**config.mk**
```make
export PLATFORM = sky130hd
export DESIGN_NAME = sram_dp_init
export DESIGN_NICKNAME = d
export VERILOG_FILES = /design/src/rtl/sram_pkg.sv /design/src/rtl/sram_init_ctrl.sv /design/src/rtl/sram_dp_init.sv
export SDC_FILE = /design/constraint.sdc
export NUM_CORES = 1
export LEC_CHECK = 0
export CAP_MARGIN = 20
export CORE_MARGIN = 3
export CORE_UTILIZATION = 65
export DETAILED_ROUTE_END_ITERATION = 12
export PLACE_DENSITY = 0.85
export SYNTH_ARGS = -nofsm -noshare
export SYNTH_HDL_FRONTEND = slang
export SYNTH_SLANG_ARGS = --single-unit
```
**constraint.sdc**
```tcl
create_clock -name clk -period 4.15 [get_ports clk]
set_input_delay 1.0375 -clock clk [delete_from_list [all_inputs] [get_ports clk]]
set_output_delay 1.0375 -clock clk [all_outputs]
set_load 0.05 [all_outputs]
```
**src/rtl/sram_pkg.sv**
```systemverilog
// Shared types and helpers for the simple-dual-port SRAM family.
// Holds the clear-engine state encoding and the byte-lane merge used by writes and bypass.
package sram_pkg;

  typedef logic [0:0] state_t;

  localparam state_t ST_INIT  = 1'b0;
  localparam state_t ST_READY = 1'b1;

  // Widest word the merge helper handles; narrower words are zero-padded by the caller.
  localparam int MAX_DW = 256;
  localparam int MAX_BE = MAX_DW / 8;

  function automatic logic [MAX_DW-1:0] lane_merge(
    input logic [MAX_DW-1:0] old_word,
    input logic [MAX_DW-1:0] new_word,
    input logic [MAX_BE-1:0] be
  );
    logic [MAX_DW-1:0] merged;
    merged = old_word;
    for (int i = 0; i < MAX_BE; i++) begin
      if (be[i]) merged[8*i +: 8] = new_word[8*i +: 8];
    end
    return merged;
  endfunction

endpackage

```
**src/rtl/sram_init_ctrl.sv**
```systemverilog
// Clear-engine controller: walks every word once after reset or on request,
// then holds the array in the ready state.
module sram_init_ctrl
  import sram_pkg::*;
#(
  parameter int AW    = 4,
  parameter int DEPTH = 16
) (
  input  logic          clk,
  input  logic          rst_n,
  input  logic          init_req,
  output logic          init_we,
  output logic [AW-1:0] init_addr,
  output logic          init_done
);

  localparam logic [AW-1:0] LAST = AW'(DEPTH - 1);

  state_t        state;
  logic [AW-1:0] cnt;

  // A request arriving mid-clear is dropped so the sweep never restarts.
  always_ff @(posedge clk or negedge rst_n) begin
    if (!rst_n) begin
      state <= ST_INIT;
      cnt   <= '0;
    end else if (state == ST_INIT) begin
      if (cnt == LAST) begin
        state <= ST_READY;
        cnt   <= '0;
      end else begin
        cnt <= cnt + AW'(1);
      end
    end else if (init_req) begin
      state <= ST_INIT;
      cnt   <= '0;
    end
  end

  assign init_we   = (state == ST_INIT);
  assign init_addr = cnt;
  assign init_done = (state == ST_READY);

endmodule

```
**src/rtl/sram_dp_init.sv**
```systemverilog
// Simple-dual-port SRAM with byte enables, write-first bypass and a hardware clear engine.
// Define SRAM_OUT_REG_EN to add a second output register (read latency 2).
module sram_dp_init
  import sram_pkg::*;
#(
  parameter int            DW       = 8,
  parameter int            AW       = 4,
  parameter int            DEPTH    = 16,
  parameter logic [DW-1:0] INIT_VAL = '0
) (
  input  logic            clk,
  input  logic            rst_n,
  input  logic            init_req,
  input  logic            wren,
  input  logic [AW-1:0]   waddr,
  input  logic [DW-1:0]   wdata,
  input  logic [DW/8-1:0] wbe,
  input  logic            rden,
  input  logic [AW-1:0]   raddr,
  output logic [DW-1:0]   rdata,
  output logic            rvalid,
  output logic            init_done
);

  localparam int            IW      = (DEPTH > 1) ? $clog2(DEPTH) : 1;
  localparam logic [AW:0]   DEPTH_W = (AW+1)'(DEPTH);

  logic [DW-1:0] mem [DEPTH];

  logic          init_we;
  logic [AW-1:0] init_addr;
  logic          ready;
  logic          wr_ok;
  logic          rd_ok;
  logic [DW-1:0] wold;
  logic [DW-1:0] wmerged;
  logic [DW-1:0] rd_word;
  logic [DW-1:0] rdata1;
  logic          rvalid1;

  sram_init_ctrl #(
    .AW    (AW),
    .DEPTH (DEPTH)
  ) u_init_ctrl (
    .clk       (clk),
    .rst_n     (rst_n),
    .init_req  (init_req),
    .init_we   (init_we),
    .init_addr (init_addr),
    .init_done (init_done)
  );

  assign ready = init_done;
  assign wr_ok = ready && wren && ({1'b0, waddr} < DEPTH_W);
  assign rd_ok = ({1'b0, raddr} < DEPTH_W);

  always_comb begin
    wold = '0;
    if (wr_ok) wold = mem[waddr[IW-1:0]];
  end

  assign wmerged = DW'(lane_merge(MAX_DW'(wold), MAX_DW'(wdata), MAX_BE'(wbe)));

  // Same-address read sees the word as it will look after this cycle's write.
  always_comb begin
    rd_word = '0;
    if (rd_ok) begin
      if (wr_ok && (waddr == raddr)) rd_word = wmerged;
      else                           rd_word = mem[raddr[IW-1:0]];
    end
  end

  always_ff @(posedge clk) begin
    if (init_we)    mem[init_addr[IW-1:0]] <= INIT_VAL;
    else if (wr_ok) mem[waddr[IW-1:0]]     <= wmerged;
  end

  always_ff @(posedge clk or negedge rst_n) begin
    if (!rst_n) begin
      rdata1  <= '0;
      rvalid1 <= 1'b0;
    end else if (ready && rden) begin
      rdata1  <= rd_word;
      rvalid1 <= 1'b1;
    end else begin
      rvalid1 <= 1'b0;
    end
  end

`ifdef SRAM_OUT_REG_EN
  logic [DW-1:0] rdata2;
  logic          rvalid2;

  // While clearing, anything still travelling through the pipe is discarded.
  always_ff @(posedge clk or negedge rst_n) begin
    if (!rst_n) begin
      rdata2  <= '0;
      rvalid2 <= 1'b0;
    end else if (!ready) begin
      rvalid2 <= 1'b0;
    end else begin
      rvalid2 <= rvalid1;
      if (rvalid1) rdata2 <= rdata1;
    end
  end

  assign rdata  = rdata2;
  assign rvalid = rvalid2;
`else
  assign rdata  = rdata1;
  assign rvalid = rvalid1;
`endif

endmodule

```
## Word level (Yosys, flattened, before mapping)

Memories as Yosys holds them, arrays and structs flattened. A register that Yosys moved wholly into a read port is not among the register bits.
Index checks and enable logic that the tools add are counted.

| operators by class | value |
|---|---|
| $add $sub $neg | 1 |
| equality and inequality tests | 2 |
| reduce and logical (&&, ||, !) cells | 4 |
| mux-type cells | 16 |

Operator list:

| kind | number |
|---|---|
| 8-bit two-way mux | 3 |
| 4-bit two-way mux | 4 |
| 1-bit two-way mux | 9 |
| 8-bit OR reduction | 1 |
| 4-bit by 1-bit adder with 4-bit output (second input constant) | 1 |
| 4-bit == test (second input constant) | 1 |
| 1-bit logical AND | 2 |
| 2-bit inequality test (second input constant) | 1 |
| 1-bit logical NOT | 1 |

| storage, ports and cells | value |
|---|---|
| register bits | 6 |
| word-level logic and storage cells | 27 |
| memories | 1 |
| bits of input ports | 22 |
| bits in writable memories | 128 |

Memories:

| name | depth | bits a word | rd ports | clocked after Yosys merged registers in | write ports | RTL line | RTL |
|---|---|---|---|---|---|---|---|
| mem | 16 | 8 | 2 | 1 | 1 | sram_dp_init.sv:28 | `logic [DW-1:0] mem [DEPTH];` |

## Longest topological paths before layout

| logic depth | value |
|---|---|
| depth after elaboration | 6 |
| depth in mapped cells | 8 |
| gate-level depth less buffers | 5 |

## Modules after synthesis

A second synthesis with hierarchy kept.

| unflattened totals | value |
|---|---|
| cell total of the unflattened synthesis | 396 |
| area total of the unflattened synthesis | 6842.8 µm² |

By module, submodules not included:

| module | area an instance (µm²) | sequential area each (µm²) | cells an instance | instances |
|---|---|---|---|---|
| sram_dp_init | 6597.6 | 4068.9 | 371 | 1 |
| sram_init_ctrl | 245.2 | 125.1 | 25 | 1 |

## Worst setup path after synthesis

OpenSTA, ideal clock, no wires.

| path | value |
|---|---|
| kind | input to register |
| start point | in waddr[1] |
| end point | mem mem[0][0] (data pin) |
| path buffers | 2 |
| arrival time | 2601 ps |
| setup time | 327 ps |
| slack | 1222 ps |
| cell stages on the path | 7 |
| cell sequence | buf_2 > buf_4 > mux4_2 > nand2_1 > nand3_1 > o21ai_0 > nor3_1 |

| between the ends | value |
|---|---|
| longest elaborated chain between the ends | 4 |

Ends and longest elaborated chain:

| element | RTL line | RTL |
|---|---|---|
| start, declared | sram_dp_init.sv:15 | `input logic [AW-1:0] waddr,` |
| memory 16 x 8 bit | n/a |  |
| 8-bit two-way mux | sram_dp_init.sv:59 | `if (wr_ok) wold = mem[waddr[IW-1:0]];` |
| 8-bit two-way mux | sram_pkg.sv:22 | `if (be[i]) merged[8*i +: 8] = new_word[8*i +: 8];` |
| 8-bit two-way mux (no line) | n/a |  |
| end, declared | sram_dp_init.sv:28 |  |

No other way between the ends.

## Worst setup path in the final report

| path | value |
|---|---|
| start point | reg u_init_ctrl.state, in the netlist u_init_ctrl.init_done |
| end point | out init_done |

RTL lines:

| element | RTL line | RTL |
|---|---|---|
| start, declared | sram_init_ctrl.sv:19 | `state_t state;` |
| start signal, assigned | sram_init_ctrl.sv:25 | `state <= ST_INIT;` |
| start signal, assigned | sram_init_ctrl.sv:29 | `state <= ST_READY;` |
| start signal, assigned | sram_init_ctrl.sv:35 | `state <= ST_INIT;` |
| end, declared | sram_dp_init.sv:22 | `output logic init_done` |

No word-level cell between the ends.

==> results.py <==
metrics = {
    "status": {
        "outcome": "finished, final reports clean",
    },
    "placed_design": {
        "port_buffers": 31,
        "dp.final_hpwl_um": 11800,
        "placement.setup.worst_slack_ns": 0.394,
        "routabilityCongestion": 0.864,
    },
    "synthesis": {
        "ys_top_cells_by_count": "sky130_fd_sc_hd__edfxtp_1 (128), sky130_fd_sc_hd__mux4_2 (54), sky130_fd_sc_hd__mux2i_1 (31), sky130_fd_sc_hd__nor2_1 (26), sky130_fd_sc_hd__nand2_1 (21)",
        "synth_edf_count": 128,
        "synth_top_cell_area_share_pct": 54.9,
        "synth-seq-area-share_pct": 60.0,
        "synth_area_leaders": "sky130_fd_sc_hd__edfxtp_1 (55%), sky130_fd_sc_hd__mux4_2 (17%), sky130_fd_sc_hd__dfrtp_1 (5.0%)",
        "synth_area_um2": 7000,
        "syn_nets": 427,
        "average_size_of_a_mapped_cell_um2": 17.3,
        "synthCells": 404,
        "synthMostInstantiatedCell": "sky130_fd_sc_hd__edfxtp_1",
        "synthArstFlopShare_pct": 9.86,
        "yosys.area.top_type": "sky130_fd_sc_hd__edfxtp_1",
        "ys.warnings.count": 0,
        "ys_types": 40,
        "synth_flop_cell": "sky130_fd_sc_hd__edfxtp_1",
        "ys_seq_elements": 142,
    },
    "cts": {
        "cts_tree": "built",
        "clock_sinks": 142,
        "cts-root-buf": "sky130_fd_sc_hd__clkbuf_8",
        "worst_skew_pair.late_latency_ns": 0.53,
        "post_cts_resized": 0,
        "post_cts.repair.setup_buffers": 0,
        "post_cts_hold_buffer_count": 0,
        "numCtsBuffers": 17,
        "h-tree-depth": 4,
        "maximum_number_of_buffers_from_clock_root_to_sink": 2,
        "clkTransAtPathRegs_ns": 0.06,
    },
    "floorplan": {
        "die_width_um": 110,
        "die_y_um": 110,
        "initial_core_util_pct": 67.2,
        "core-area_um2": 10400,
        "row_count": 37,
        "pin_count": 32,
        "die-area_um2": 12000,
    },
    "timing": {
        "finalHoldViolCount": 0,
        "fin_tns_setup_ns": 0,
        "period_utilization_post_route_pct": 79.1,
        "worst_clock_skew_on_the_final_layout_ns": 0.00927,
        "timing.final.setup_violations": 0,
        "hold_slack_ns": 0.508,
        "timing.final.ws_setup_ns": 0.869,
        "grt_setup_unrepaired": "no",
        "finalWorstPathRequiredPeriod_ns": 3.28,
        "final_max_slew_viol_count": 0,
        "max_slew_margin_pct": 22.2,
        "worst_margin_pin_slew_ns": 1.16,
        "clock.fmax_mhz": 305,
    },
    "worst_setup_path": {
        "worst_setup_path_end_kind": "output pin",
        "path_max_fanout": 21,
        "cp.arrival_ns": 2.24,
        "cp_top_family": "buffers and inverters",
        "largest_incremental_delay_on_the_critical_path_ns": 0.93,
        "cp.buffers_inverters": 1,
        "startpoint": "u_init_ctrl.init_done$_DFF_PN0_",
        "crit_path_cell_trace": "clkdlybuf4s50_1",
        "critical_path_class": "reg -> out",
        "timing.critical_path.from_type": "flip-flop",
        "r2r_start": "u_init_ctrl.init_done$_DFF_PN0_",
        "timing.critical_path.required_ns": 3.11,
        "crit_path_top_delay_cell": "sky130_fd_sc_hd__clkdlybuf4s50_1",
    },
    "drt": {
        "routed_via_density": 7.29,
        "drtPass1Iterations": 5,
        "post-route-drc-count": 0,
        "wl_per_cell_um": 29.7,
        "drtAntennaViolNets": 0,
        "total_via_count_after_detailed_routing": 4344,
        "route.final.wire_length_um": 17700,
        "dr.first_iter.drc_count": 517,
    },
    "grt": {
        "via_count_of_the_first_global_routing_pass": 4321,
        "number_of_antenna_violations_at_the_first_check_in_global_routing": 0,
        "global_route.overflow_total": 0,
        "gr-usage-all-layers_pct": 31.9,
        "grt_max_degree": 35,
        "grt_first_pass_wirelength_um": 26700,
    },
    "cells_and_area": {
        "drive_gt1_share_pct": 26.7,
        "final_nets": 470,
        "final.fill_count": 554,
        "areaGrowthSynthToFinish_pct": 15.0,
        "antenna-diode-count": 0,
    },
    "pwr": {
        "vdd.ir_drop.worst_mv": 0.403,
        "power.density_nw_per_um2": 594,
        "total_leakage_power_uw": 0.00281,
    },
    "flow_run": {
        "cap_violations": 0,
    },
    "hold_path": {
        "worst_hold_startpoint": "rdata[6]$_DFFE_PN0P_",
        "hold_path.class": "reg -> reg",
    },
}
-- worst register-to-register path, stage by stage, from the launching register on --
cell	delay, ns
sky130_fd_sc_hd__dfrtp_1	0.78
sky130_fd_sc_hd__nand2_1	0.56
sky130_fd_sc_hd__nor4_2	0.43
sky130_fd_sc_hd__o21ai_2	0.10
sky130_fd_sc_hd__or2_0	0.52
sky130_fd_sc_hd__o221ai_1	0.34
-- layout by cell type, fill, tap and decap left out, drive strengths merged, types with 9 or more instances in the layout --
master / synthesis / routed
edfxtp: 128 / 128
mux4: 64 / 64
mux2i: 31 / 31
clkdlybuf4s50: 0 / 29
nor2: 26 / 26
buf: 23 / 24
nand2: 21 / 21
clkbuf: 6 / 19
dfrtp: 14 / 14
inv: 6 / 12
o22ai: 9 / 9
a31oi: 9 / 9
-- logic make-up (layout without fill, tap and decap cells) --
kind of cell	count (synthesis)	after routing	synth area share, %
fa+ha+maj	1	1	0.179
buf+inv	36	92	3.04
xor+xnor	9	9	1.13
mux	98	98	26.1
simple gates	75	75	4.99
compound gates	43	43	4.65
flops	142	142	60.0
-- flip-flops by register name, summed over array words and instances (netlist names) --
signal,cells
mem,128
rvalid,1
u_init_ctrl.init_done,1
u_init_ctrl.init_addr,4
rdata,8
-- final cells by class --
class	instances	area, um2	share of cell area, %
Clock inverter	13	153	1.90
Tap cell	136	170	2.12
Clock buffer	19	422	5.24
Inverter	7	26.3	0.327
Sequential cell	142	4190	52.1
Multi-Input combinational cell	226	2590	32.2
Timing Repair Buffer	53	490	6.10
-- final timing paths --
| kind | end | slack [ns] | depth (start not counted) |
|---|---|---|---|
| max | init_done | 0.87 | 1 |
| min | rdata[6]$_DFFE_PN0P_ | 0.51 | 2 |
| max reg2reg | rdata[4]$_DFFE_PN0P_ | 1.33 | 5 |
| min reg2reg | rdata[6]$_DFFE_PN0P_ | 0.51 | 2 |
| max in group asynchronous | rdata[3]$_DFFE_PN0P_ | 2.71 | 1 |
| min in group asynchronous | u_init_ctrl.init_addr[2]$_DFFE_PN0P_ | 0.96 | 1 |
-- where the power goes --
group | internal (uW) | total (uW) | leakage [uW] | switching, uW
combinational | 478 | 1200 | 0.00116 | 719
sequential | 1900 | 2100 | 0.00138 | 202
clock | 869 | 1480 | 0.000276 | 608
total | 3250 | 4780 | 0.00281 | 1530
-- layer usage --
metal	vias to the layer above	wire length (um)	track usage, %	part of all wire (%)
met4	0	592	12.3	3.3
met1	2155	6460	43.6	37
met2	365	8440	48.6	48
li1	1762	-	-	-
met3	62	2180	10.3	12
met5	-	0	0	0
-- through the flow --
stage | util (%) | total power, uW | area [um2] | instances
2_1_floorplan | - | 2860 | 7000 | 404
3_3_place_gp | 71.7 | 3220 | 7470 | 564
3_5_place_dp | 71.7 | 3280 | 7470 | 564
4_1_cts | 77.2 | 4770 | 8040 | 596
5_1_grt | 77.2 | 4940 | 8040 | 596
6_report | 77.2 | 4780 | 8040 | 596
Power figures use the tool's default switching activity.
